## src/rtl/run_controller.sv

```systemverilog
// Core run/step controller: turns synchronised run/step/halt requests into a divided one-cycle
// core_tick enable, with N-step bursts, PC breakpoints and a forced halt.
module run_controller #(
  parameter int DIV_WIDTH   = 16,
  parameter int STEP_WIDTH  = 8,
  parameter int ADDR_WIDTH  = 8,
  parameter int NUM_BP      = 2,
  parameter int SYNC_STAGES = 2,
  localparam int IDX_WIDTH  = (NUM_BP > 1) ? $clog2(NUM_BP) : 1
) (
  input  logic                         clk,
  input  logic                         rst,
  input  logic                         run_en,
  input  logic                         step_req,
  input  logic                         halt_req,
  input  logic [STEP_WIDTH-1:0]        step_count,
  input  logic [DIV_WIDTH-1:0]         div_value,
  input  logic [ADDR_WIDTH-1:0]        pc,
  input  logic [NUM_BP*ADDR_WIDTH-1:0] bp_addr,
  input  logic [NUM_BP-1:0]            bp_en,
  output logic                         core_tick,
  output logic                         running,
  output logic                         halted_bp,
  output logic [IDX_WIDTH-1:0]         bp_hit_idx,
  output logic [STEP_WIDTH-1:0]        steps_left
);

  typedef enum logic [1:0] {
    ST_IDLE  = 2'd0,
    ST_RUN   = 2'd1,
    ST_STEP  = 2'd2,
    ST_BREAK = 2'd3
  } state_t;

  state_t state, state_d;

  // Bit order in each stage: {halt, step, run}.
  logic [2:0] sync_q [SYNC_STAGES];
  logic       step_prev;
  logic       run_s, step_s, halt_s, step_edge;

  logic [DIV_WIDTH-1:0]  div_cnt;
  logic                  skip;
  logic                  decision;
  logic                  bp_match;
  logic [IDX_WIDTH-1:0]  bp_idx;
  logic [STEP_WIDTH-1:0] steps_load;

  logic tick_d, div_clr, div_inc, load_steps, dec_steps, clr_steps;
  logic set_skip, clr_skip, latch_idx;

  // Synchroniser flops reset to 0 so a request held through reset looks like a fresh edge.
  always_ff @(posedge clk or negedge rst) begin
    if (!rst) begin
      for (int i = 0; i < SYNC_STAGES; i++) sync_q[i] <= '0;
      step_prev <= 1'b0;
    end else begin
      // NOTE: sequential state uses non-blocking assignments so every flop samples pre-edge values.
      sync_q[0] <= {halt_req, step_req, run_en};
      for (int i = 1; i < SYNC_STAGES; i++) sync_q[i] <= sync_q[i-1];
      step_prev <= sync_q[SYNC_STAGES-1][1];
    end
  end

  assign run_s     = sync_q[SYNC_STAGES-1][0];
  assign step_s    = sync_q[SYNC_STAGES-1][1];
  assign halt_s    = sync_q[SYNC_STAGES-1][2];
  assign step_edge = step_s & ~step_prev;

  // >= rather than == so shrinking div_value mid-count cannot make the counter wrap.
  assign decision   = (div_cnt >= div_value);
  assign steps_load = (step_count == '0) ? STEP_WIDTH'(1) : step_count;

  // Scan high-to-low so the lowest matching comparator wins.
  always_comb begin
    bp_match = 1'b0;
    bp_idx   = '0;
    for (int i = NUM_BP - 1; i >= 0; i--) begin
      if (bp_en[i] && (pc == bp_addr[i*ADDR_WIDTH +: ADDR_WIDTH])) begin
        bp_match = 1'b1;
        bp_idx   = IDX_WIDTH'(i);
      end
    end
  end

  always_ff @(posedge clk or negedge rst) begin
    if (!rst) state <= ST_IDLE;
    else      state <= state_d;
  end

  always_comb begin
    // NOTE: every comb output gets a default first, so no path can infer a latch.
    state_d    = state;
    tick_d     = 1'b0;
    div_clr    = 1'b0;
    div_inc    = 1'b0;
    load_steps = 1'b0;
    dec_steps  = 1'b0;
    clr_steps  = 1'b0;
    set_skip   = 1'b0;
    clr_skip   = 1'b0;
    latch_idx  = 1'b0;
    if (halt_s) begin
      state_d   = ST_IDLE;
      clr_steps = 1'b1;
      div_clr   = 1'b1;
    end else begin
      unique case (state)
        ST_IDLE: begin
          if (run_s) begin
            state_d = ST_RUN;
            div_clr = 1'b1;
          end else if (step_edge) begin
            state_d    = ST_STEP;
            div_clr    = 1'b1;
            load_steps = 1'b1;
          end
        end
        ST_RUN: begin
          if (!run_s) begin
            state_d = ST_IDLE;
          end else if (decision) begin
            div_clr = 1'b1;
            if (bp_match && !skip) begin
              state_d   = ST_BREAK;
              latch_idx = 1'b1;
            end else begin
              tick_d   = 1'b1;
              clr_skip = 1'b1;
            end
          end else begin
            div_inc = 1'b1;
          end
        end
        ST_STEP: begin
          if (decision) begin
            div_clr = 1'b1;
            if (bp_match && !skip) begin
              state_d   = ST_BREAK;
              latch_idx = 1'b1;
            end else begin
              tick_d    = 1'b1;
              clr_skip  = 1'b1;
              dec_steps = (steps_left != '0);
              if (steps_left <= STEP_WIDTH'(1)) state_d = ST_IDLE;
            end
          end else begin
            div_inc = 1'b1;
          end
        end
        ST_BREAK: begin
          if (!run_s) begin
            state_d = ST_IDLE;
          end else if (step_edge) begin
            // Skip lets the first tick leave the PC that caused the break.
            state_d    = ST_STEP;
            div_clr    = 1'b1;
            load_steps = 1'b1;
            set_skip   = 1'b1;
          end
        end
        default: state_d = ST_IDLE;
      endcase
    end
  end

  always_comb begin
    running   = (state == ST_RUN) || (state == ST_STEP);
    halted_bp = (state == ST_BREAK);
  end

  always_ff @(posedge clk or negedge rst) begin
    if (!rst) begin
      core_tick  <= 1'b0;
      div_cnt    <= '0;
      steps_left <= '0;
      skip       <= 1'b0;
      bp_hit_idx <= '0;
    end else begin
      core_tick <= tick_d;
      if (div_clr)      div_cnt <= '0;
      else if (div_inc) div_cnt <= div_cnt + DIV_WIDTH'(1);
      if (clr_steps)       steps_left <= '0;
      else if (load_steps) steps_left <= steps_load;
      else if (dec_steps)  steps_left <= steps_left - STEP_WIDTH'(1);
      if (set_skip)      skip <= 1'b1;
      else if (clr_skip) skip <= 1'b0;
      if (latch_idx) bp_hit_idx <= bp_idx;
    end
  end

endmodule

```

## config.mk

```make
export PLATFORM = sky130hd
export DESIGN_NAME = run_controller
export DESIGN_NICKNAME = d
export VERILOG_FILES = /design/src/rtl/run_controller.sv
export SDC_FILE = /design/constraint.sdc
export NUM_CORES = 1
export LEC_CHECK = 0
export BUFFER_PORTS_ARGS = -buffer_cell sky130_fd_sc_hd__buf_2
export CORE_ASPECT_RATIO = 0.7
export CORE_MARGIN = 2
export CORE_UTILIZATION = 50
export CTS_BUF_LIST = sky130_fd_sc_hd__clkbuf_8
export CTS_CLUSTER_DIAMETER = 30
export CTS_CLUSTER_SIZE = 30
export DETAILED_ROUTE_END_ITERATION = 7
export PLACE_DENSITY = 0.86
export SKIP_CTS_REPAIR_TIMING = 1
export SLEW_MARGIN = 20
export SYNTH_ARGS = -nofsm -noshare
export SYNTH_HDL_FRONTEND = slang
export SYNTH_SLANG_ARGS = --single-unit
```

## constraint.sdc

```tcl
create_clock -name clk -period 4.1 [get_ports clk]
set_input_delay 0.205 -clock clk [delete_from_list [all_inputs] [get_ports clk]]
set_output_delay 0.205 -clock clk [all_outputs]
set_load 0.02 [all_outputs]
```

==> key figures <==
STA
  • Crit share post-route: 68.3%
  • FMAX: 357 MHz
  • Unrepaired setup endpoints after global routing: false
  • Final hold slack: -0.00722 ns
  • Worst slew pin tran: 0.806 ns
  • Clock Skew: 0.00794 ns
  • Final min period: 2.80 ns
  • Slew HR: 46.3%
  • Setup TNS: 0 ns
  • Final setup viols: 0
  • Final hold vios: 10
  • Slew Limit Fails: 0

Final layout
  • Area Growth Syn to Fin: 17.0%
  • Filler cells: 471
  • Ant. Diodes: 0
  • Final design utilization: 60.5%
  • Most common library cell in the layout ignoring fill and taps: buf_2
  • Commonest non-fill, non-tap cells in the layout: buf_2, dfrtp_1, inv_1
  • Share of cells above drive strength 1: 25.0%
  • Fin nets: 443

Global route
  • Grt ovf: 0
  • Overall routing resource usage: 22.5%
  • Met1 usage: 30.3%
  • Largest net degree at the start of global routing: 37
  • Most Crowded Layer GR: met2
  • Global-route wire length before repair: 10900 um
  • M2 GR Usage: 37.3%
  • Met3 Usage GRT: 4.36%
  • Initial antenna violation count: 0
  • Number of global-route vias before repair: 2425

Drt
  • Routed WL per cell: 15.1 um
  • Via count: 2566
  • Antenna viol nets, final: 0
  • Detailed Routing Iterations Pass 1: 5
  • Vias per cell: 5.89
  • DRT Wirelength: 6570 um
  • 1st-iter DRT viols: 126
  • DRC viols: 0

Placed design
  • DP HPWL: 5010 um
  • RD Place Congestion: 0.828
  • Port Buffers: 66

Yosys
  • Unique masters post-synth: 53
  • FFs w/ async S/R, synth: 100%
  • Synthesized net count: 381
  • Seq/Total Area, Yosys: 33.3%
  • Top FF cell, synth: dfrtp_1
  • Post-synth EDFFs: 0
  • Post-synthesis cell count: 301
  • Synth Warn #: 0
  • Synth Area per Inst: 8.99 sq um
  • Seq cells post-synth: 36
  • Cell Area, Synth: 0.00271 sq mm

Setup path
  • Slowest CP cell: o211ai_1
  • Startpoint types: flop
  • Crit-path cells: ha_1, nand4_1, or3_1, a31oi_2, nor3_2, o211ai_1, buf_4, a21oi_1
  • CP max FO: 11
  • Crit path kind: reg2reg
  • CP arrival: 2.97 ns
  • Max incr delay on CP: 0.62 ns
  • WP buf/inv: 1
  • CP Capture Type: flop
  • Crit-path leading delay family: compound AO/OA/AOI/OAI gates
  • Worst Path Required: 4.27 ns

Floorplan
  • # rows: 22
  • Initial core utilization: 51.7%
  • Die area: 0.00602 sq mm
  • Core Box Area: 0.00523 sq mm
  • Die height: 65.5 um
  • Top Ports: 67
  • Die Width: 91.9 um

CTS
  • Clock Latency Late Sink: 0.29 ns
  • CTS root buf: clkbuf_8
  • Clock Path Buffers: 2
  • CTS buffer count: 5
  • CTS tree: built
  • H-tree depth: 2
  • CTS sink count: 36
  • Clock-pin slew of the registers on the worst-case setup and hold paths: 0.08 ns

Pwr
  • PD cells: 260 mW/mm^2
  • Leak pwr: 1.53 nW
  • Max IR drop VDD: 0.179 mV

Run status
  • Result of the run: finished with violations
  • Failing checks: negative hold slack

Min path
  • Hold WC Path Type: in2async

Run
  • Max-cap violations: 0
[area by class of cell]
class	instances	area (sq um)	share of cell area [%]
flip-flops and latches	36	901	28.5
inverters	28	105	3.32
clock inverters	2	10.0	0.316
multi-input cells	225	1640	51.8
well taps	72	90.1	2.85
repair buffers	67	338	10.7
clock buffers	6	82.6	2.61
[cells by family after synthesis]
family,count (synthesis),share of synthesized area (%)
DFF,36,33.3
AOI/OAI and AO/OA,74,18.9
xor gates and xnor gates,17,5.50
and+or+nand+nor,105,22.8
muxes,4,1.57
buffers and inverters,40,6.34
adders and majority gates,25,11.6
[power by group]
| part | switching [W] | internal (W) |
|---|---|---|
| combinational | 0.000101 | 0.0000732 |
| sequential | 0.0000156 | 0.000366 |
| clock | 0.000134 | 0.000134 |
| total | 0.000251 | 0.000573 |
[per-stage QoR]
step                instance area [sq um]  total power (W)  std cells  worst slack [ns]
finish                               3160         0.000824        436              1.30
global route                         3160         0.000869        436              1.12
CTS                                  3160         0.000828        436             0.918
detailed placement                   3070         0.000559        428             0.950
global placement                     3060         0.000551        427              1.04
floorplan                            2710         0.000490        301              1.63
[flip-flops by register name (all words and copies together), names as in the netlist, 2 cells and up]
| signal | count |
|---|---|
| div_cnt | 16 |
| state | 2 |
| steps_left | 8 |
| sync_q | 3 |
[cells in the mapped netlist, drive strengths merged (3+ instances only)]
library cell / number / area share (%)
o31ai: 13 / 3.6
a31oi: 4 / 1.2
ha: 25 / 12
nand4: 7 / 1.6
and3: 9 / 2.1
nor2: 10 / 1.4
xor2: 16 / 5.2
dfrtp: 36 / 33
buf: 5 / 1.5
inv: 27 / 3.7
a21o: 3 / 0.83
nor4: 4 / 0.92
a21oi: 23 / 4.7
o21ai: 11 / 2.0
or4: 15 / 4.3
or3: 9 / 2.1
nand2: 14 / 2.0
nor3: 11 / 2.0
clkbuf: 7 / 0.97
o211ai: 3 / 0.83
a311oi: 6 / 1.9
and2: 4 / 0.97
nand3b: 4 / 1.1
nand3: 10 / 1.9
[worst reg2reg max path: stages, from the launching register on]
cell	delay, ns
dfrtp_1	0.43
ha_1	0.31
nand4_1	0.17
or3_1	0.43
a31oi_2	0.22
nor3_2	0.15
o211ai_1	0.62
buf_4	0.29
a21oi_1	0.06
[routing by layer]
metal	part of all wire [%]	vias up
met5	0	-
met4	0.81	0
met3	6.8	8
met2	46	101
met1	46	1213
li1	-	1244
[path summary, 6_finish.rpt]
path	from	end	slack [ns]	cells past startpoint
worst max-delay path	div_cnt[12]	div_cnt[9]	1.30	8
worst min-delay path	rst	steps_left[2]	-0.007	1
worst max register to register	div_cnt[12]	div_cnt[9]	1.30	8
worst min register to register	sync_q[4]	step_s	0.35	0
max in group asynchronous	rst	div_cnt[3]	3.59	1
min in group clk	halt_req	sync_q[5]	0.02	1
Note: power is estimated with default switching activity, not from simulation.
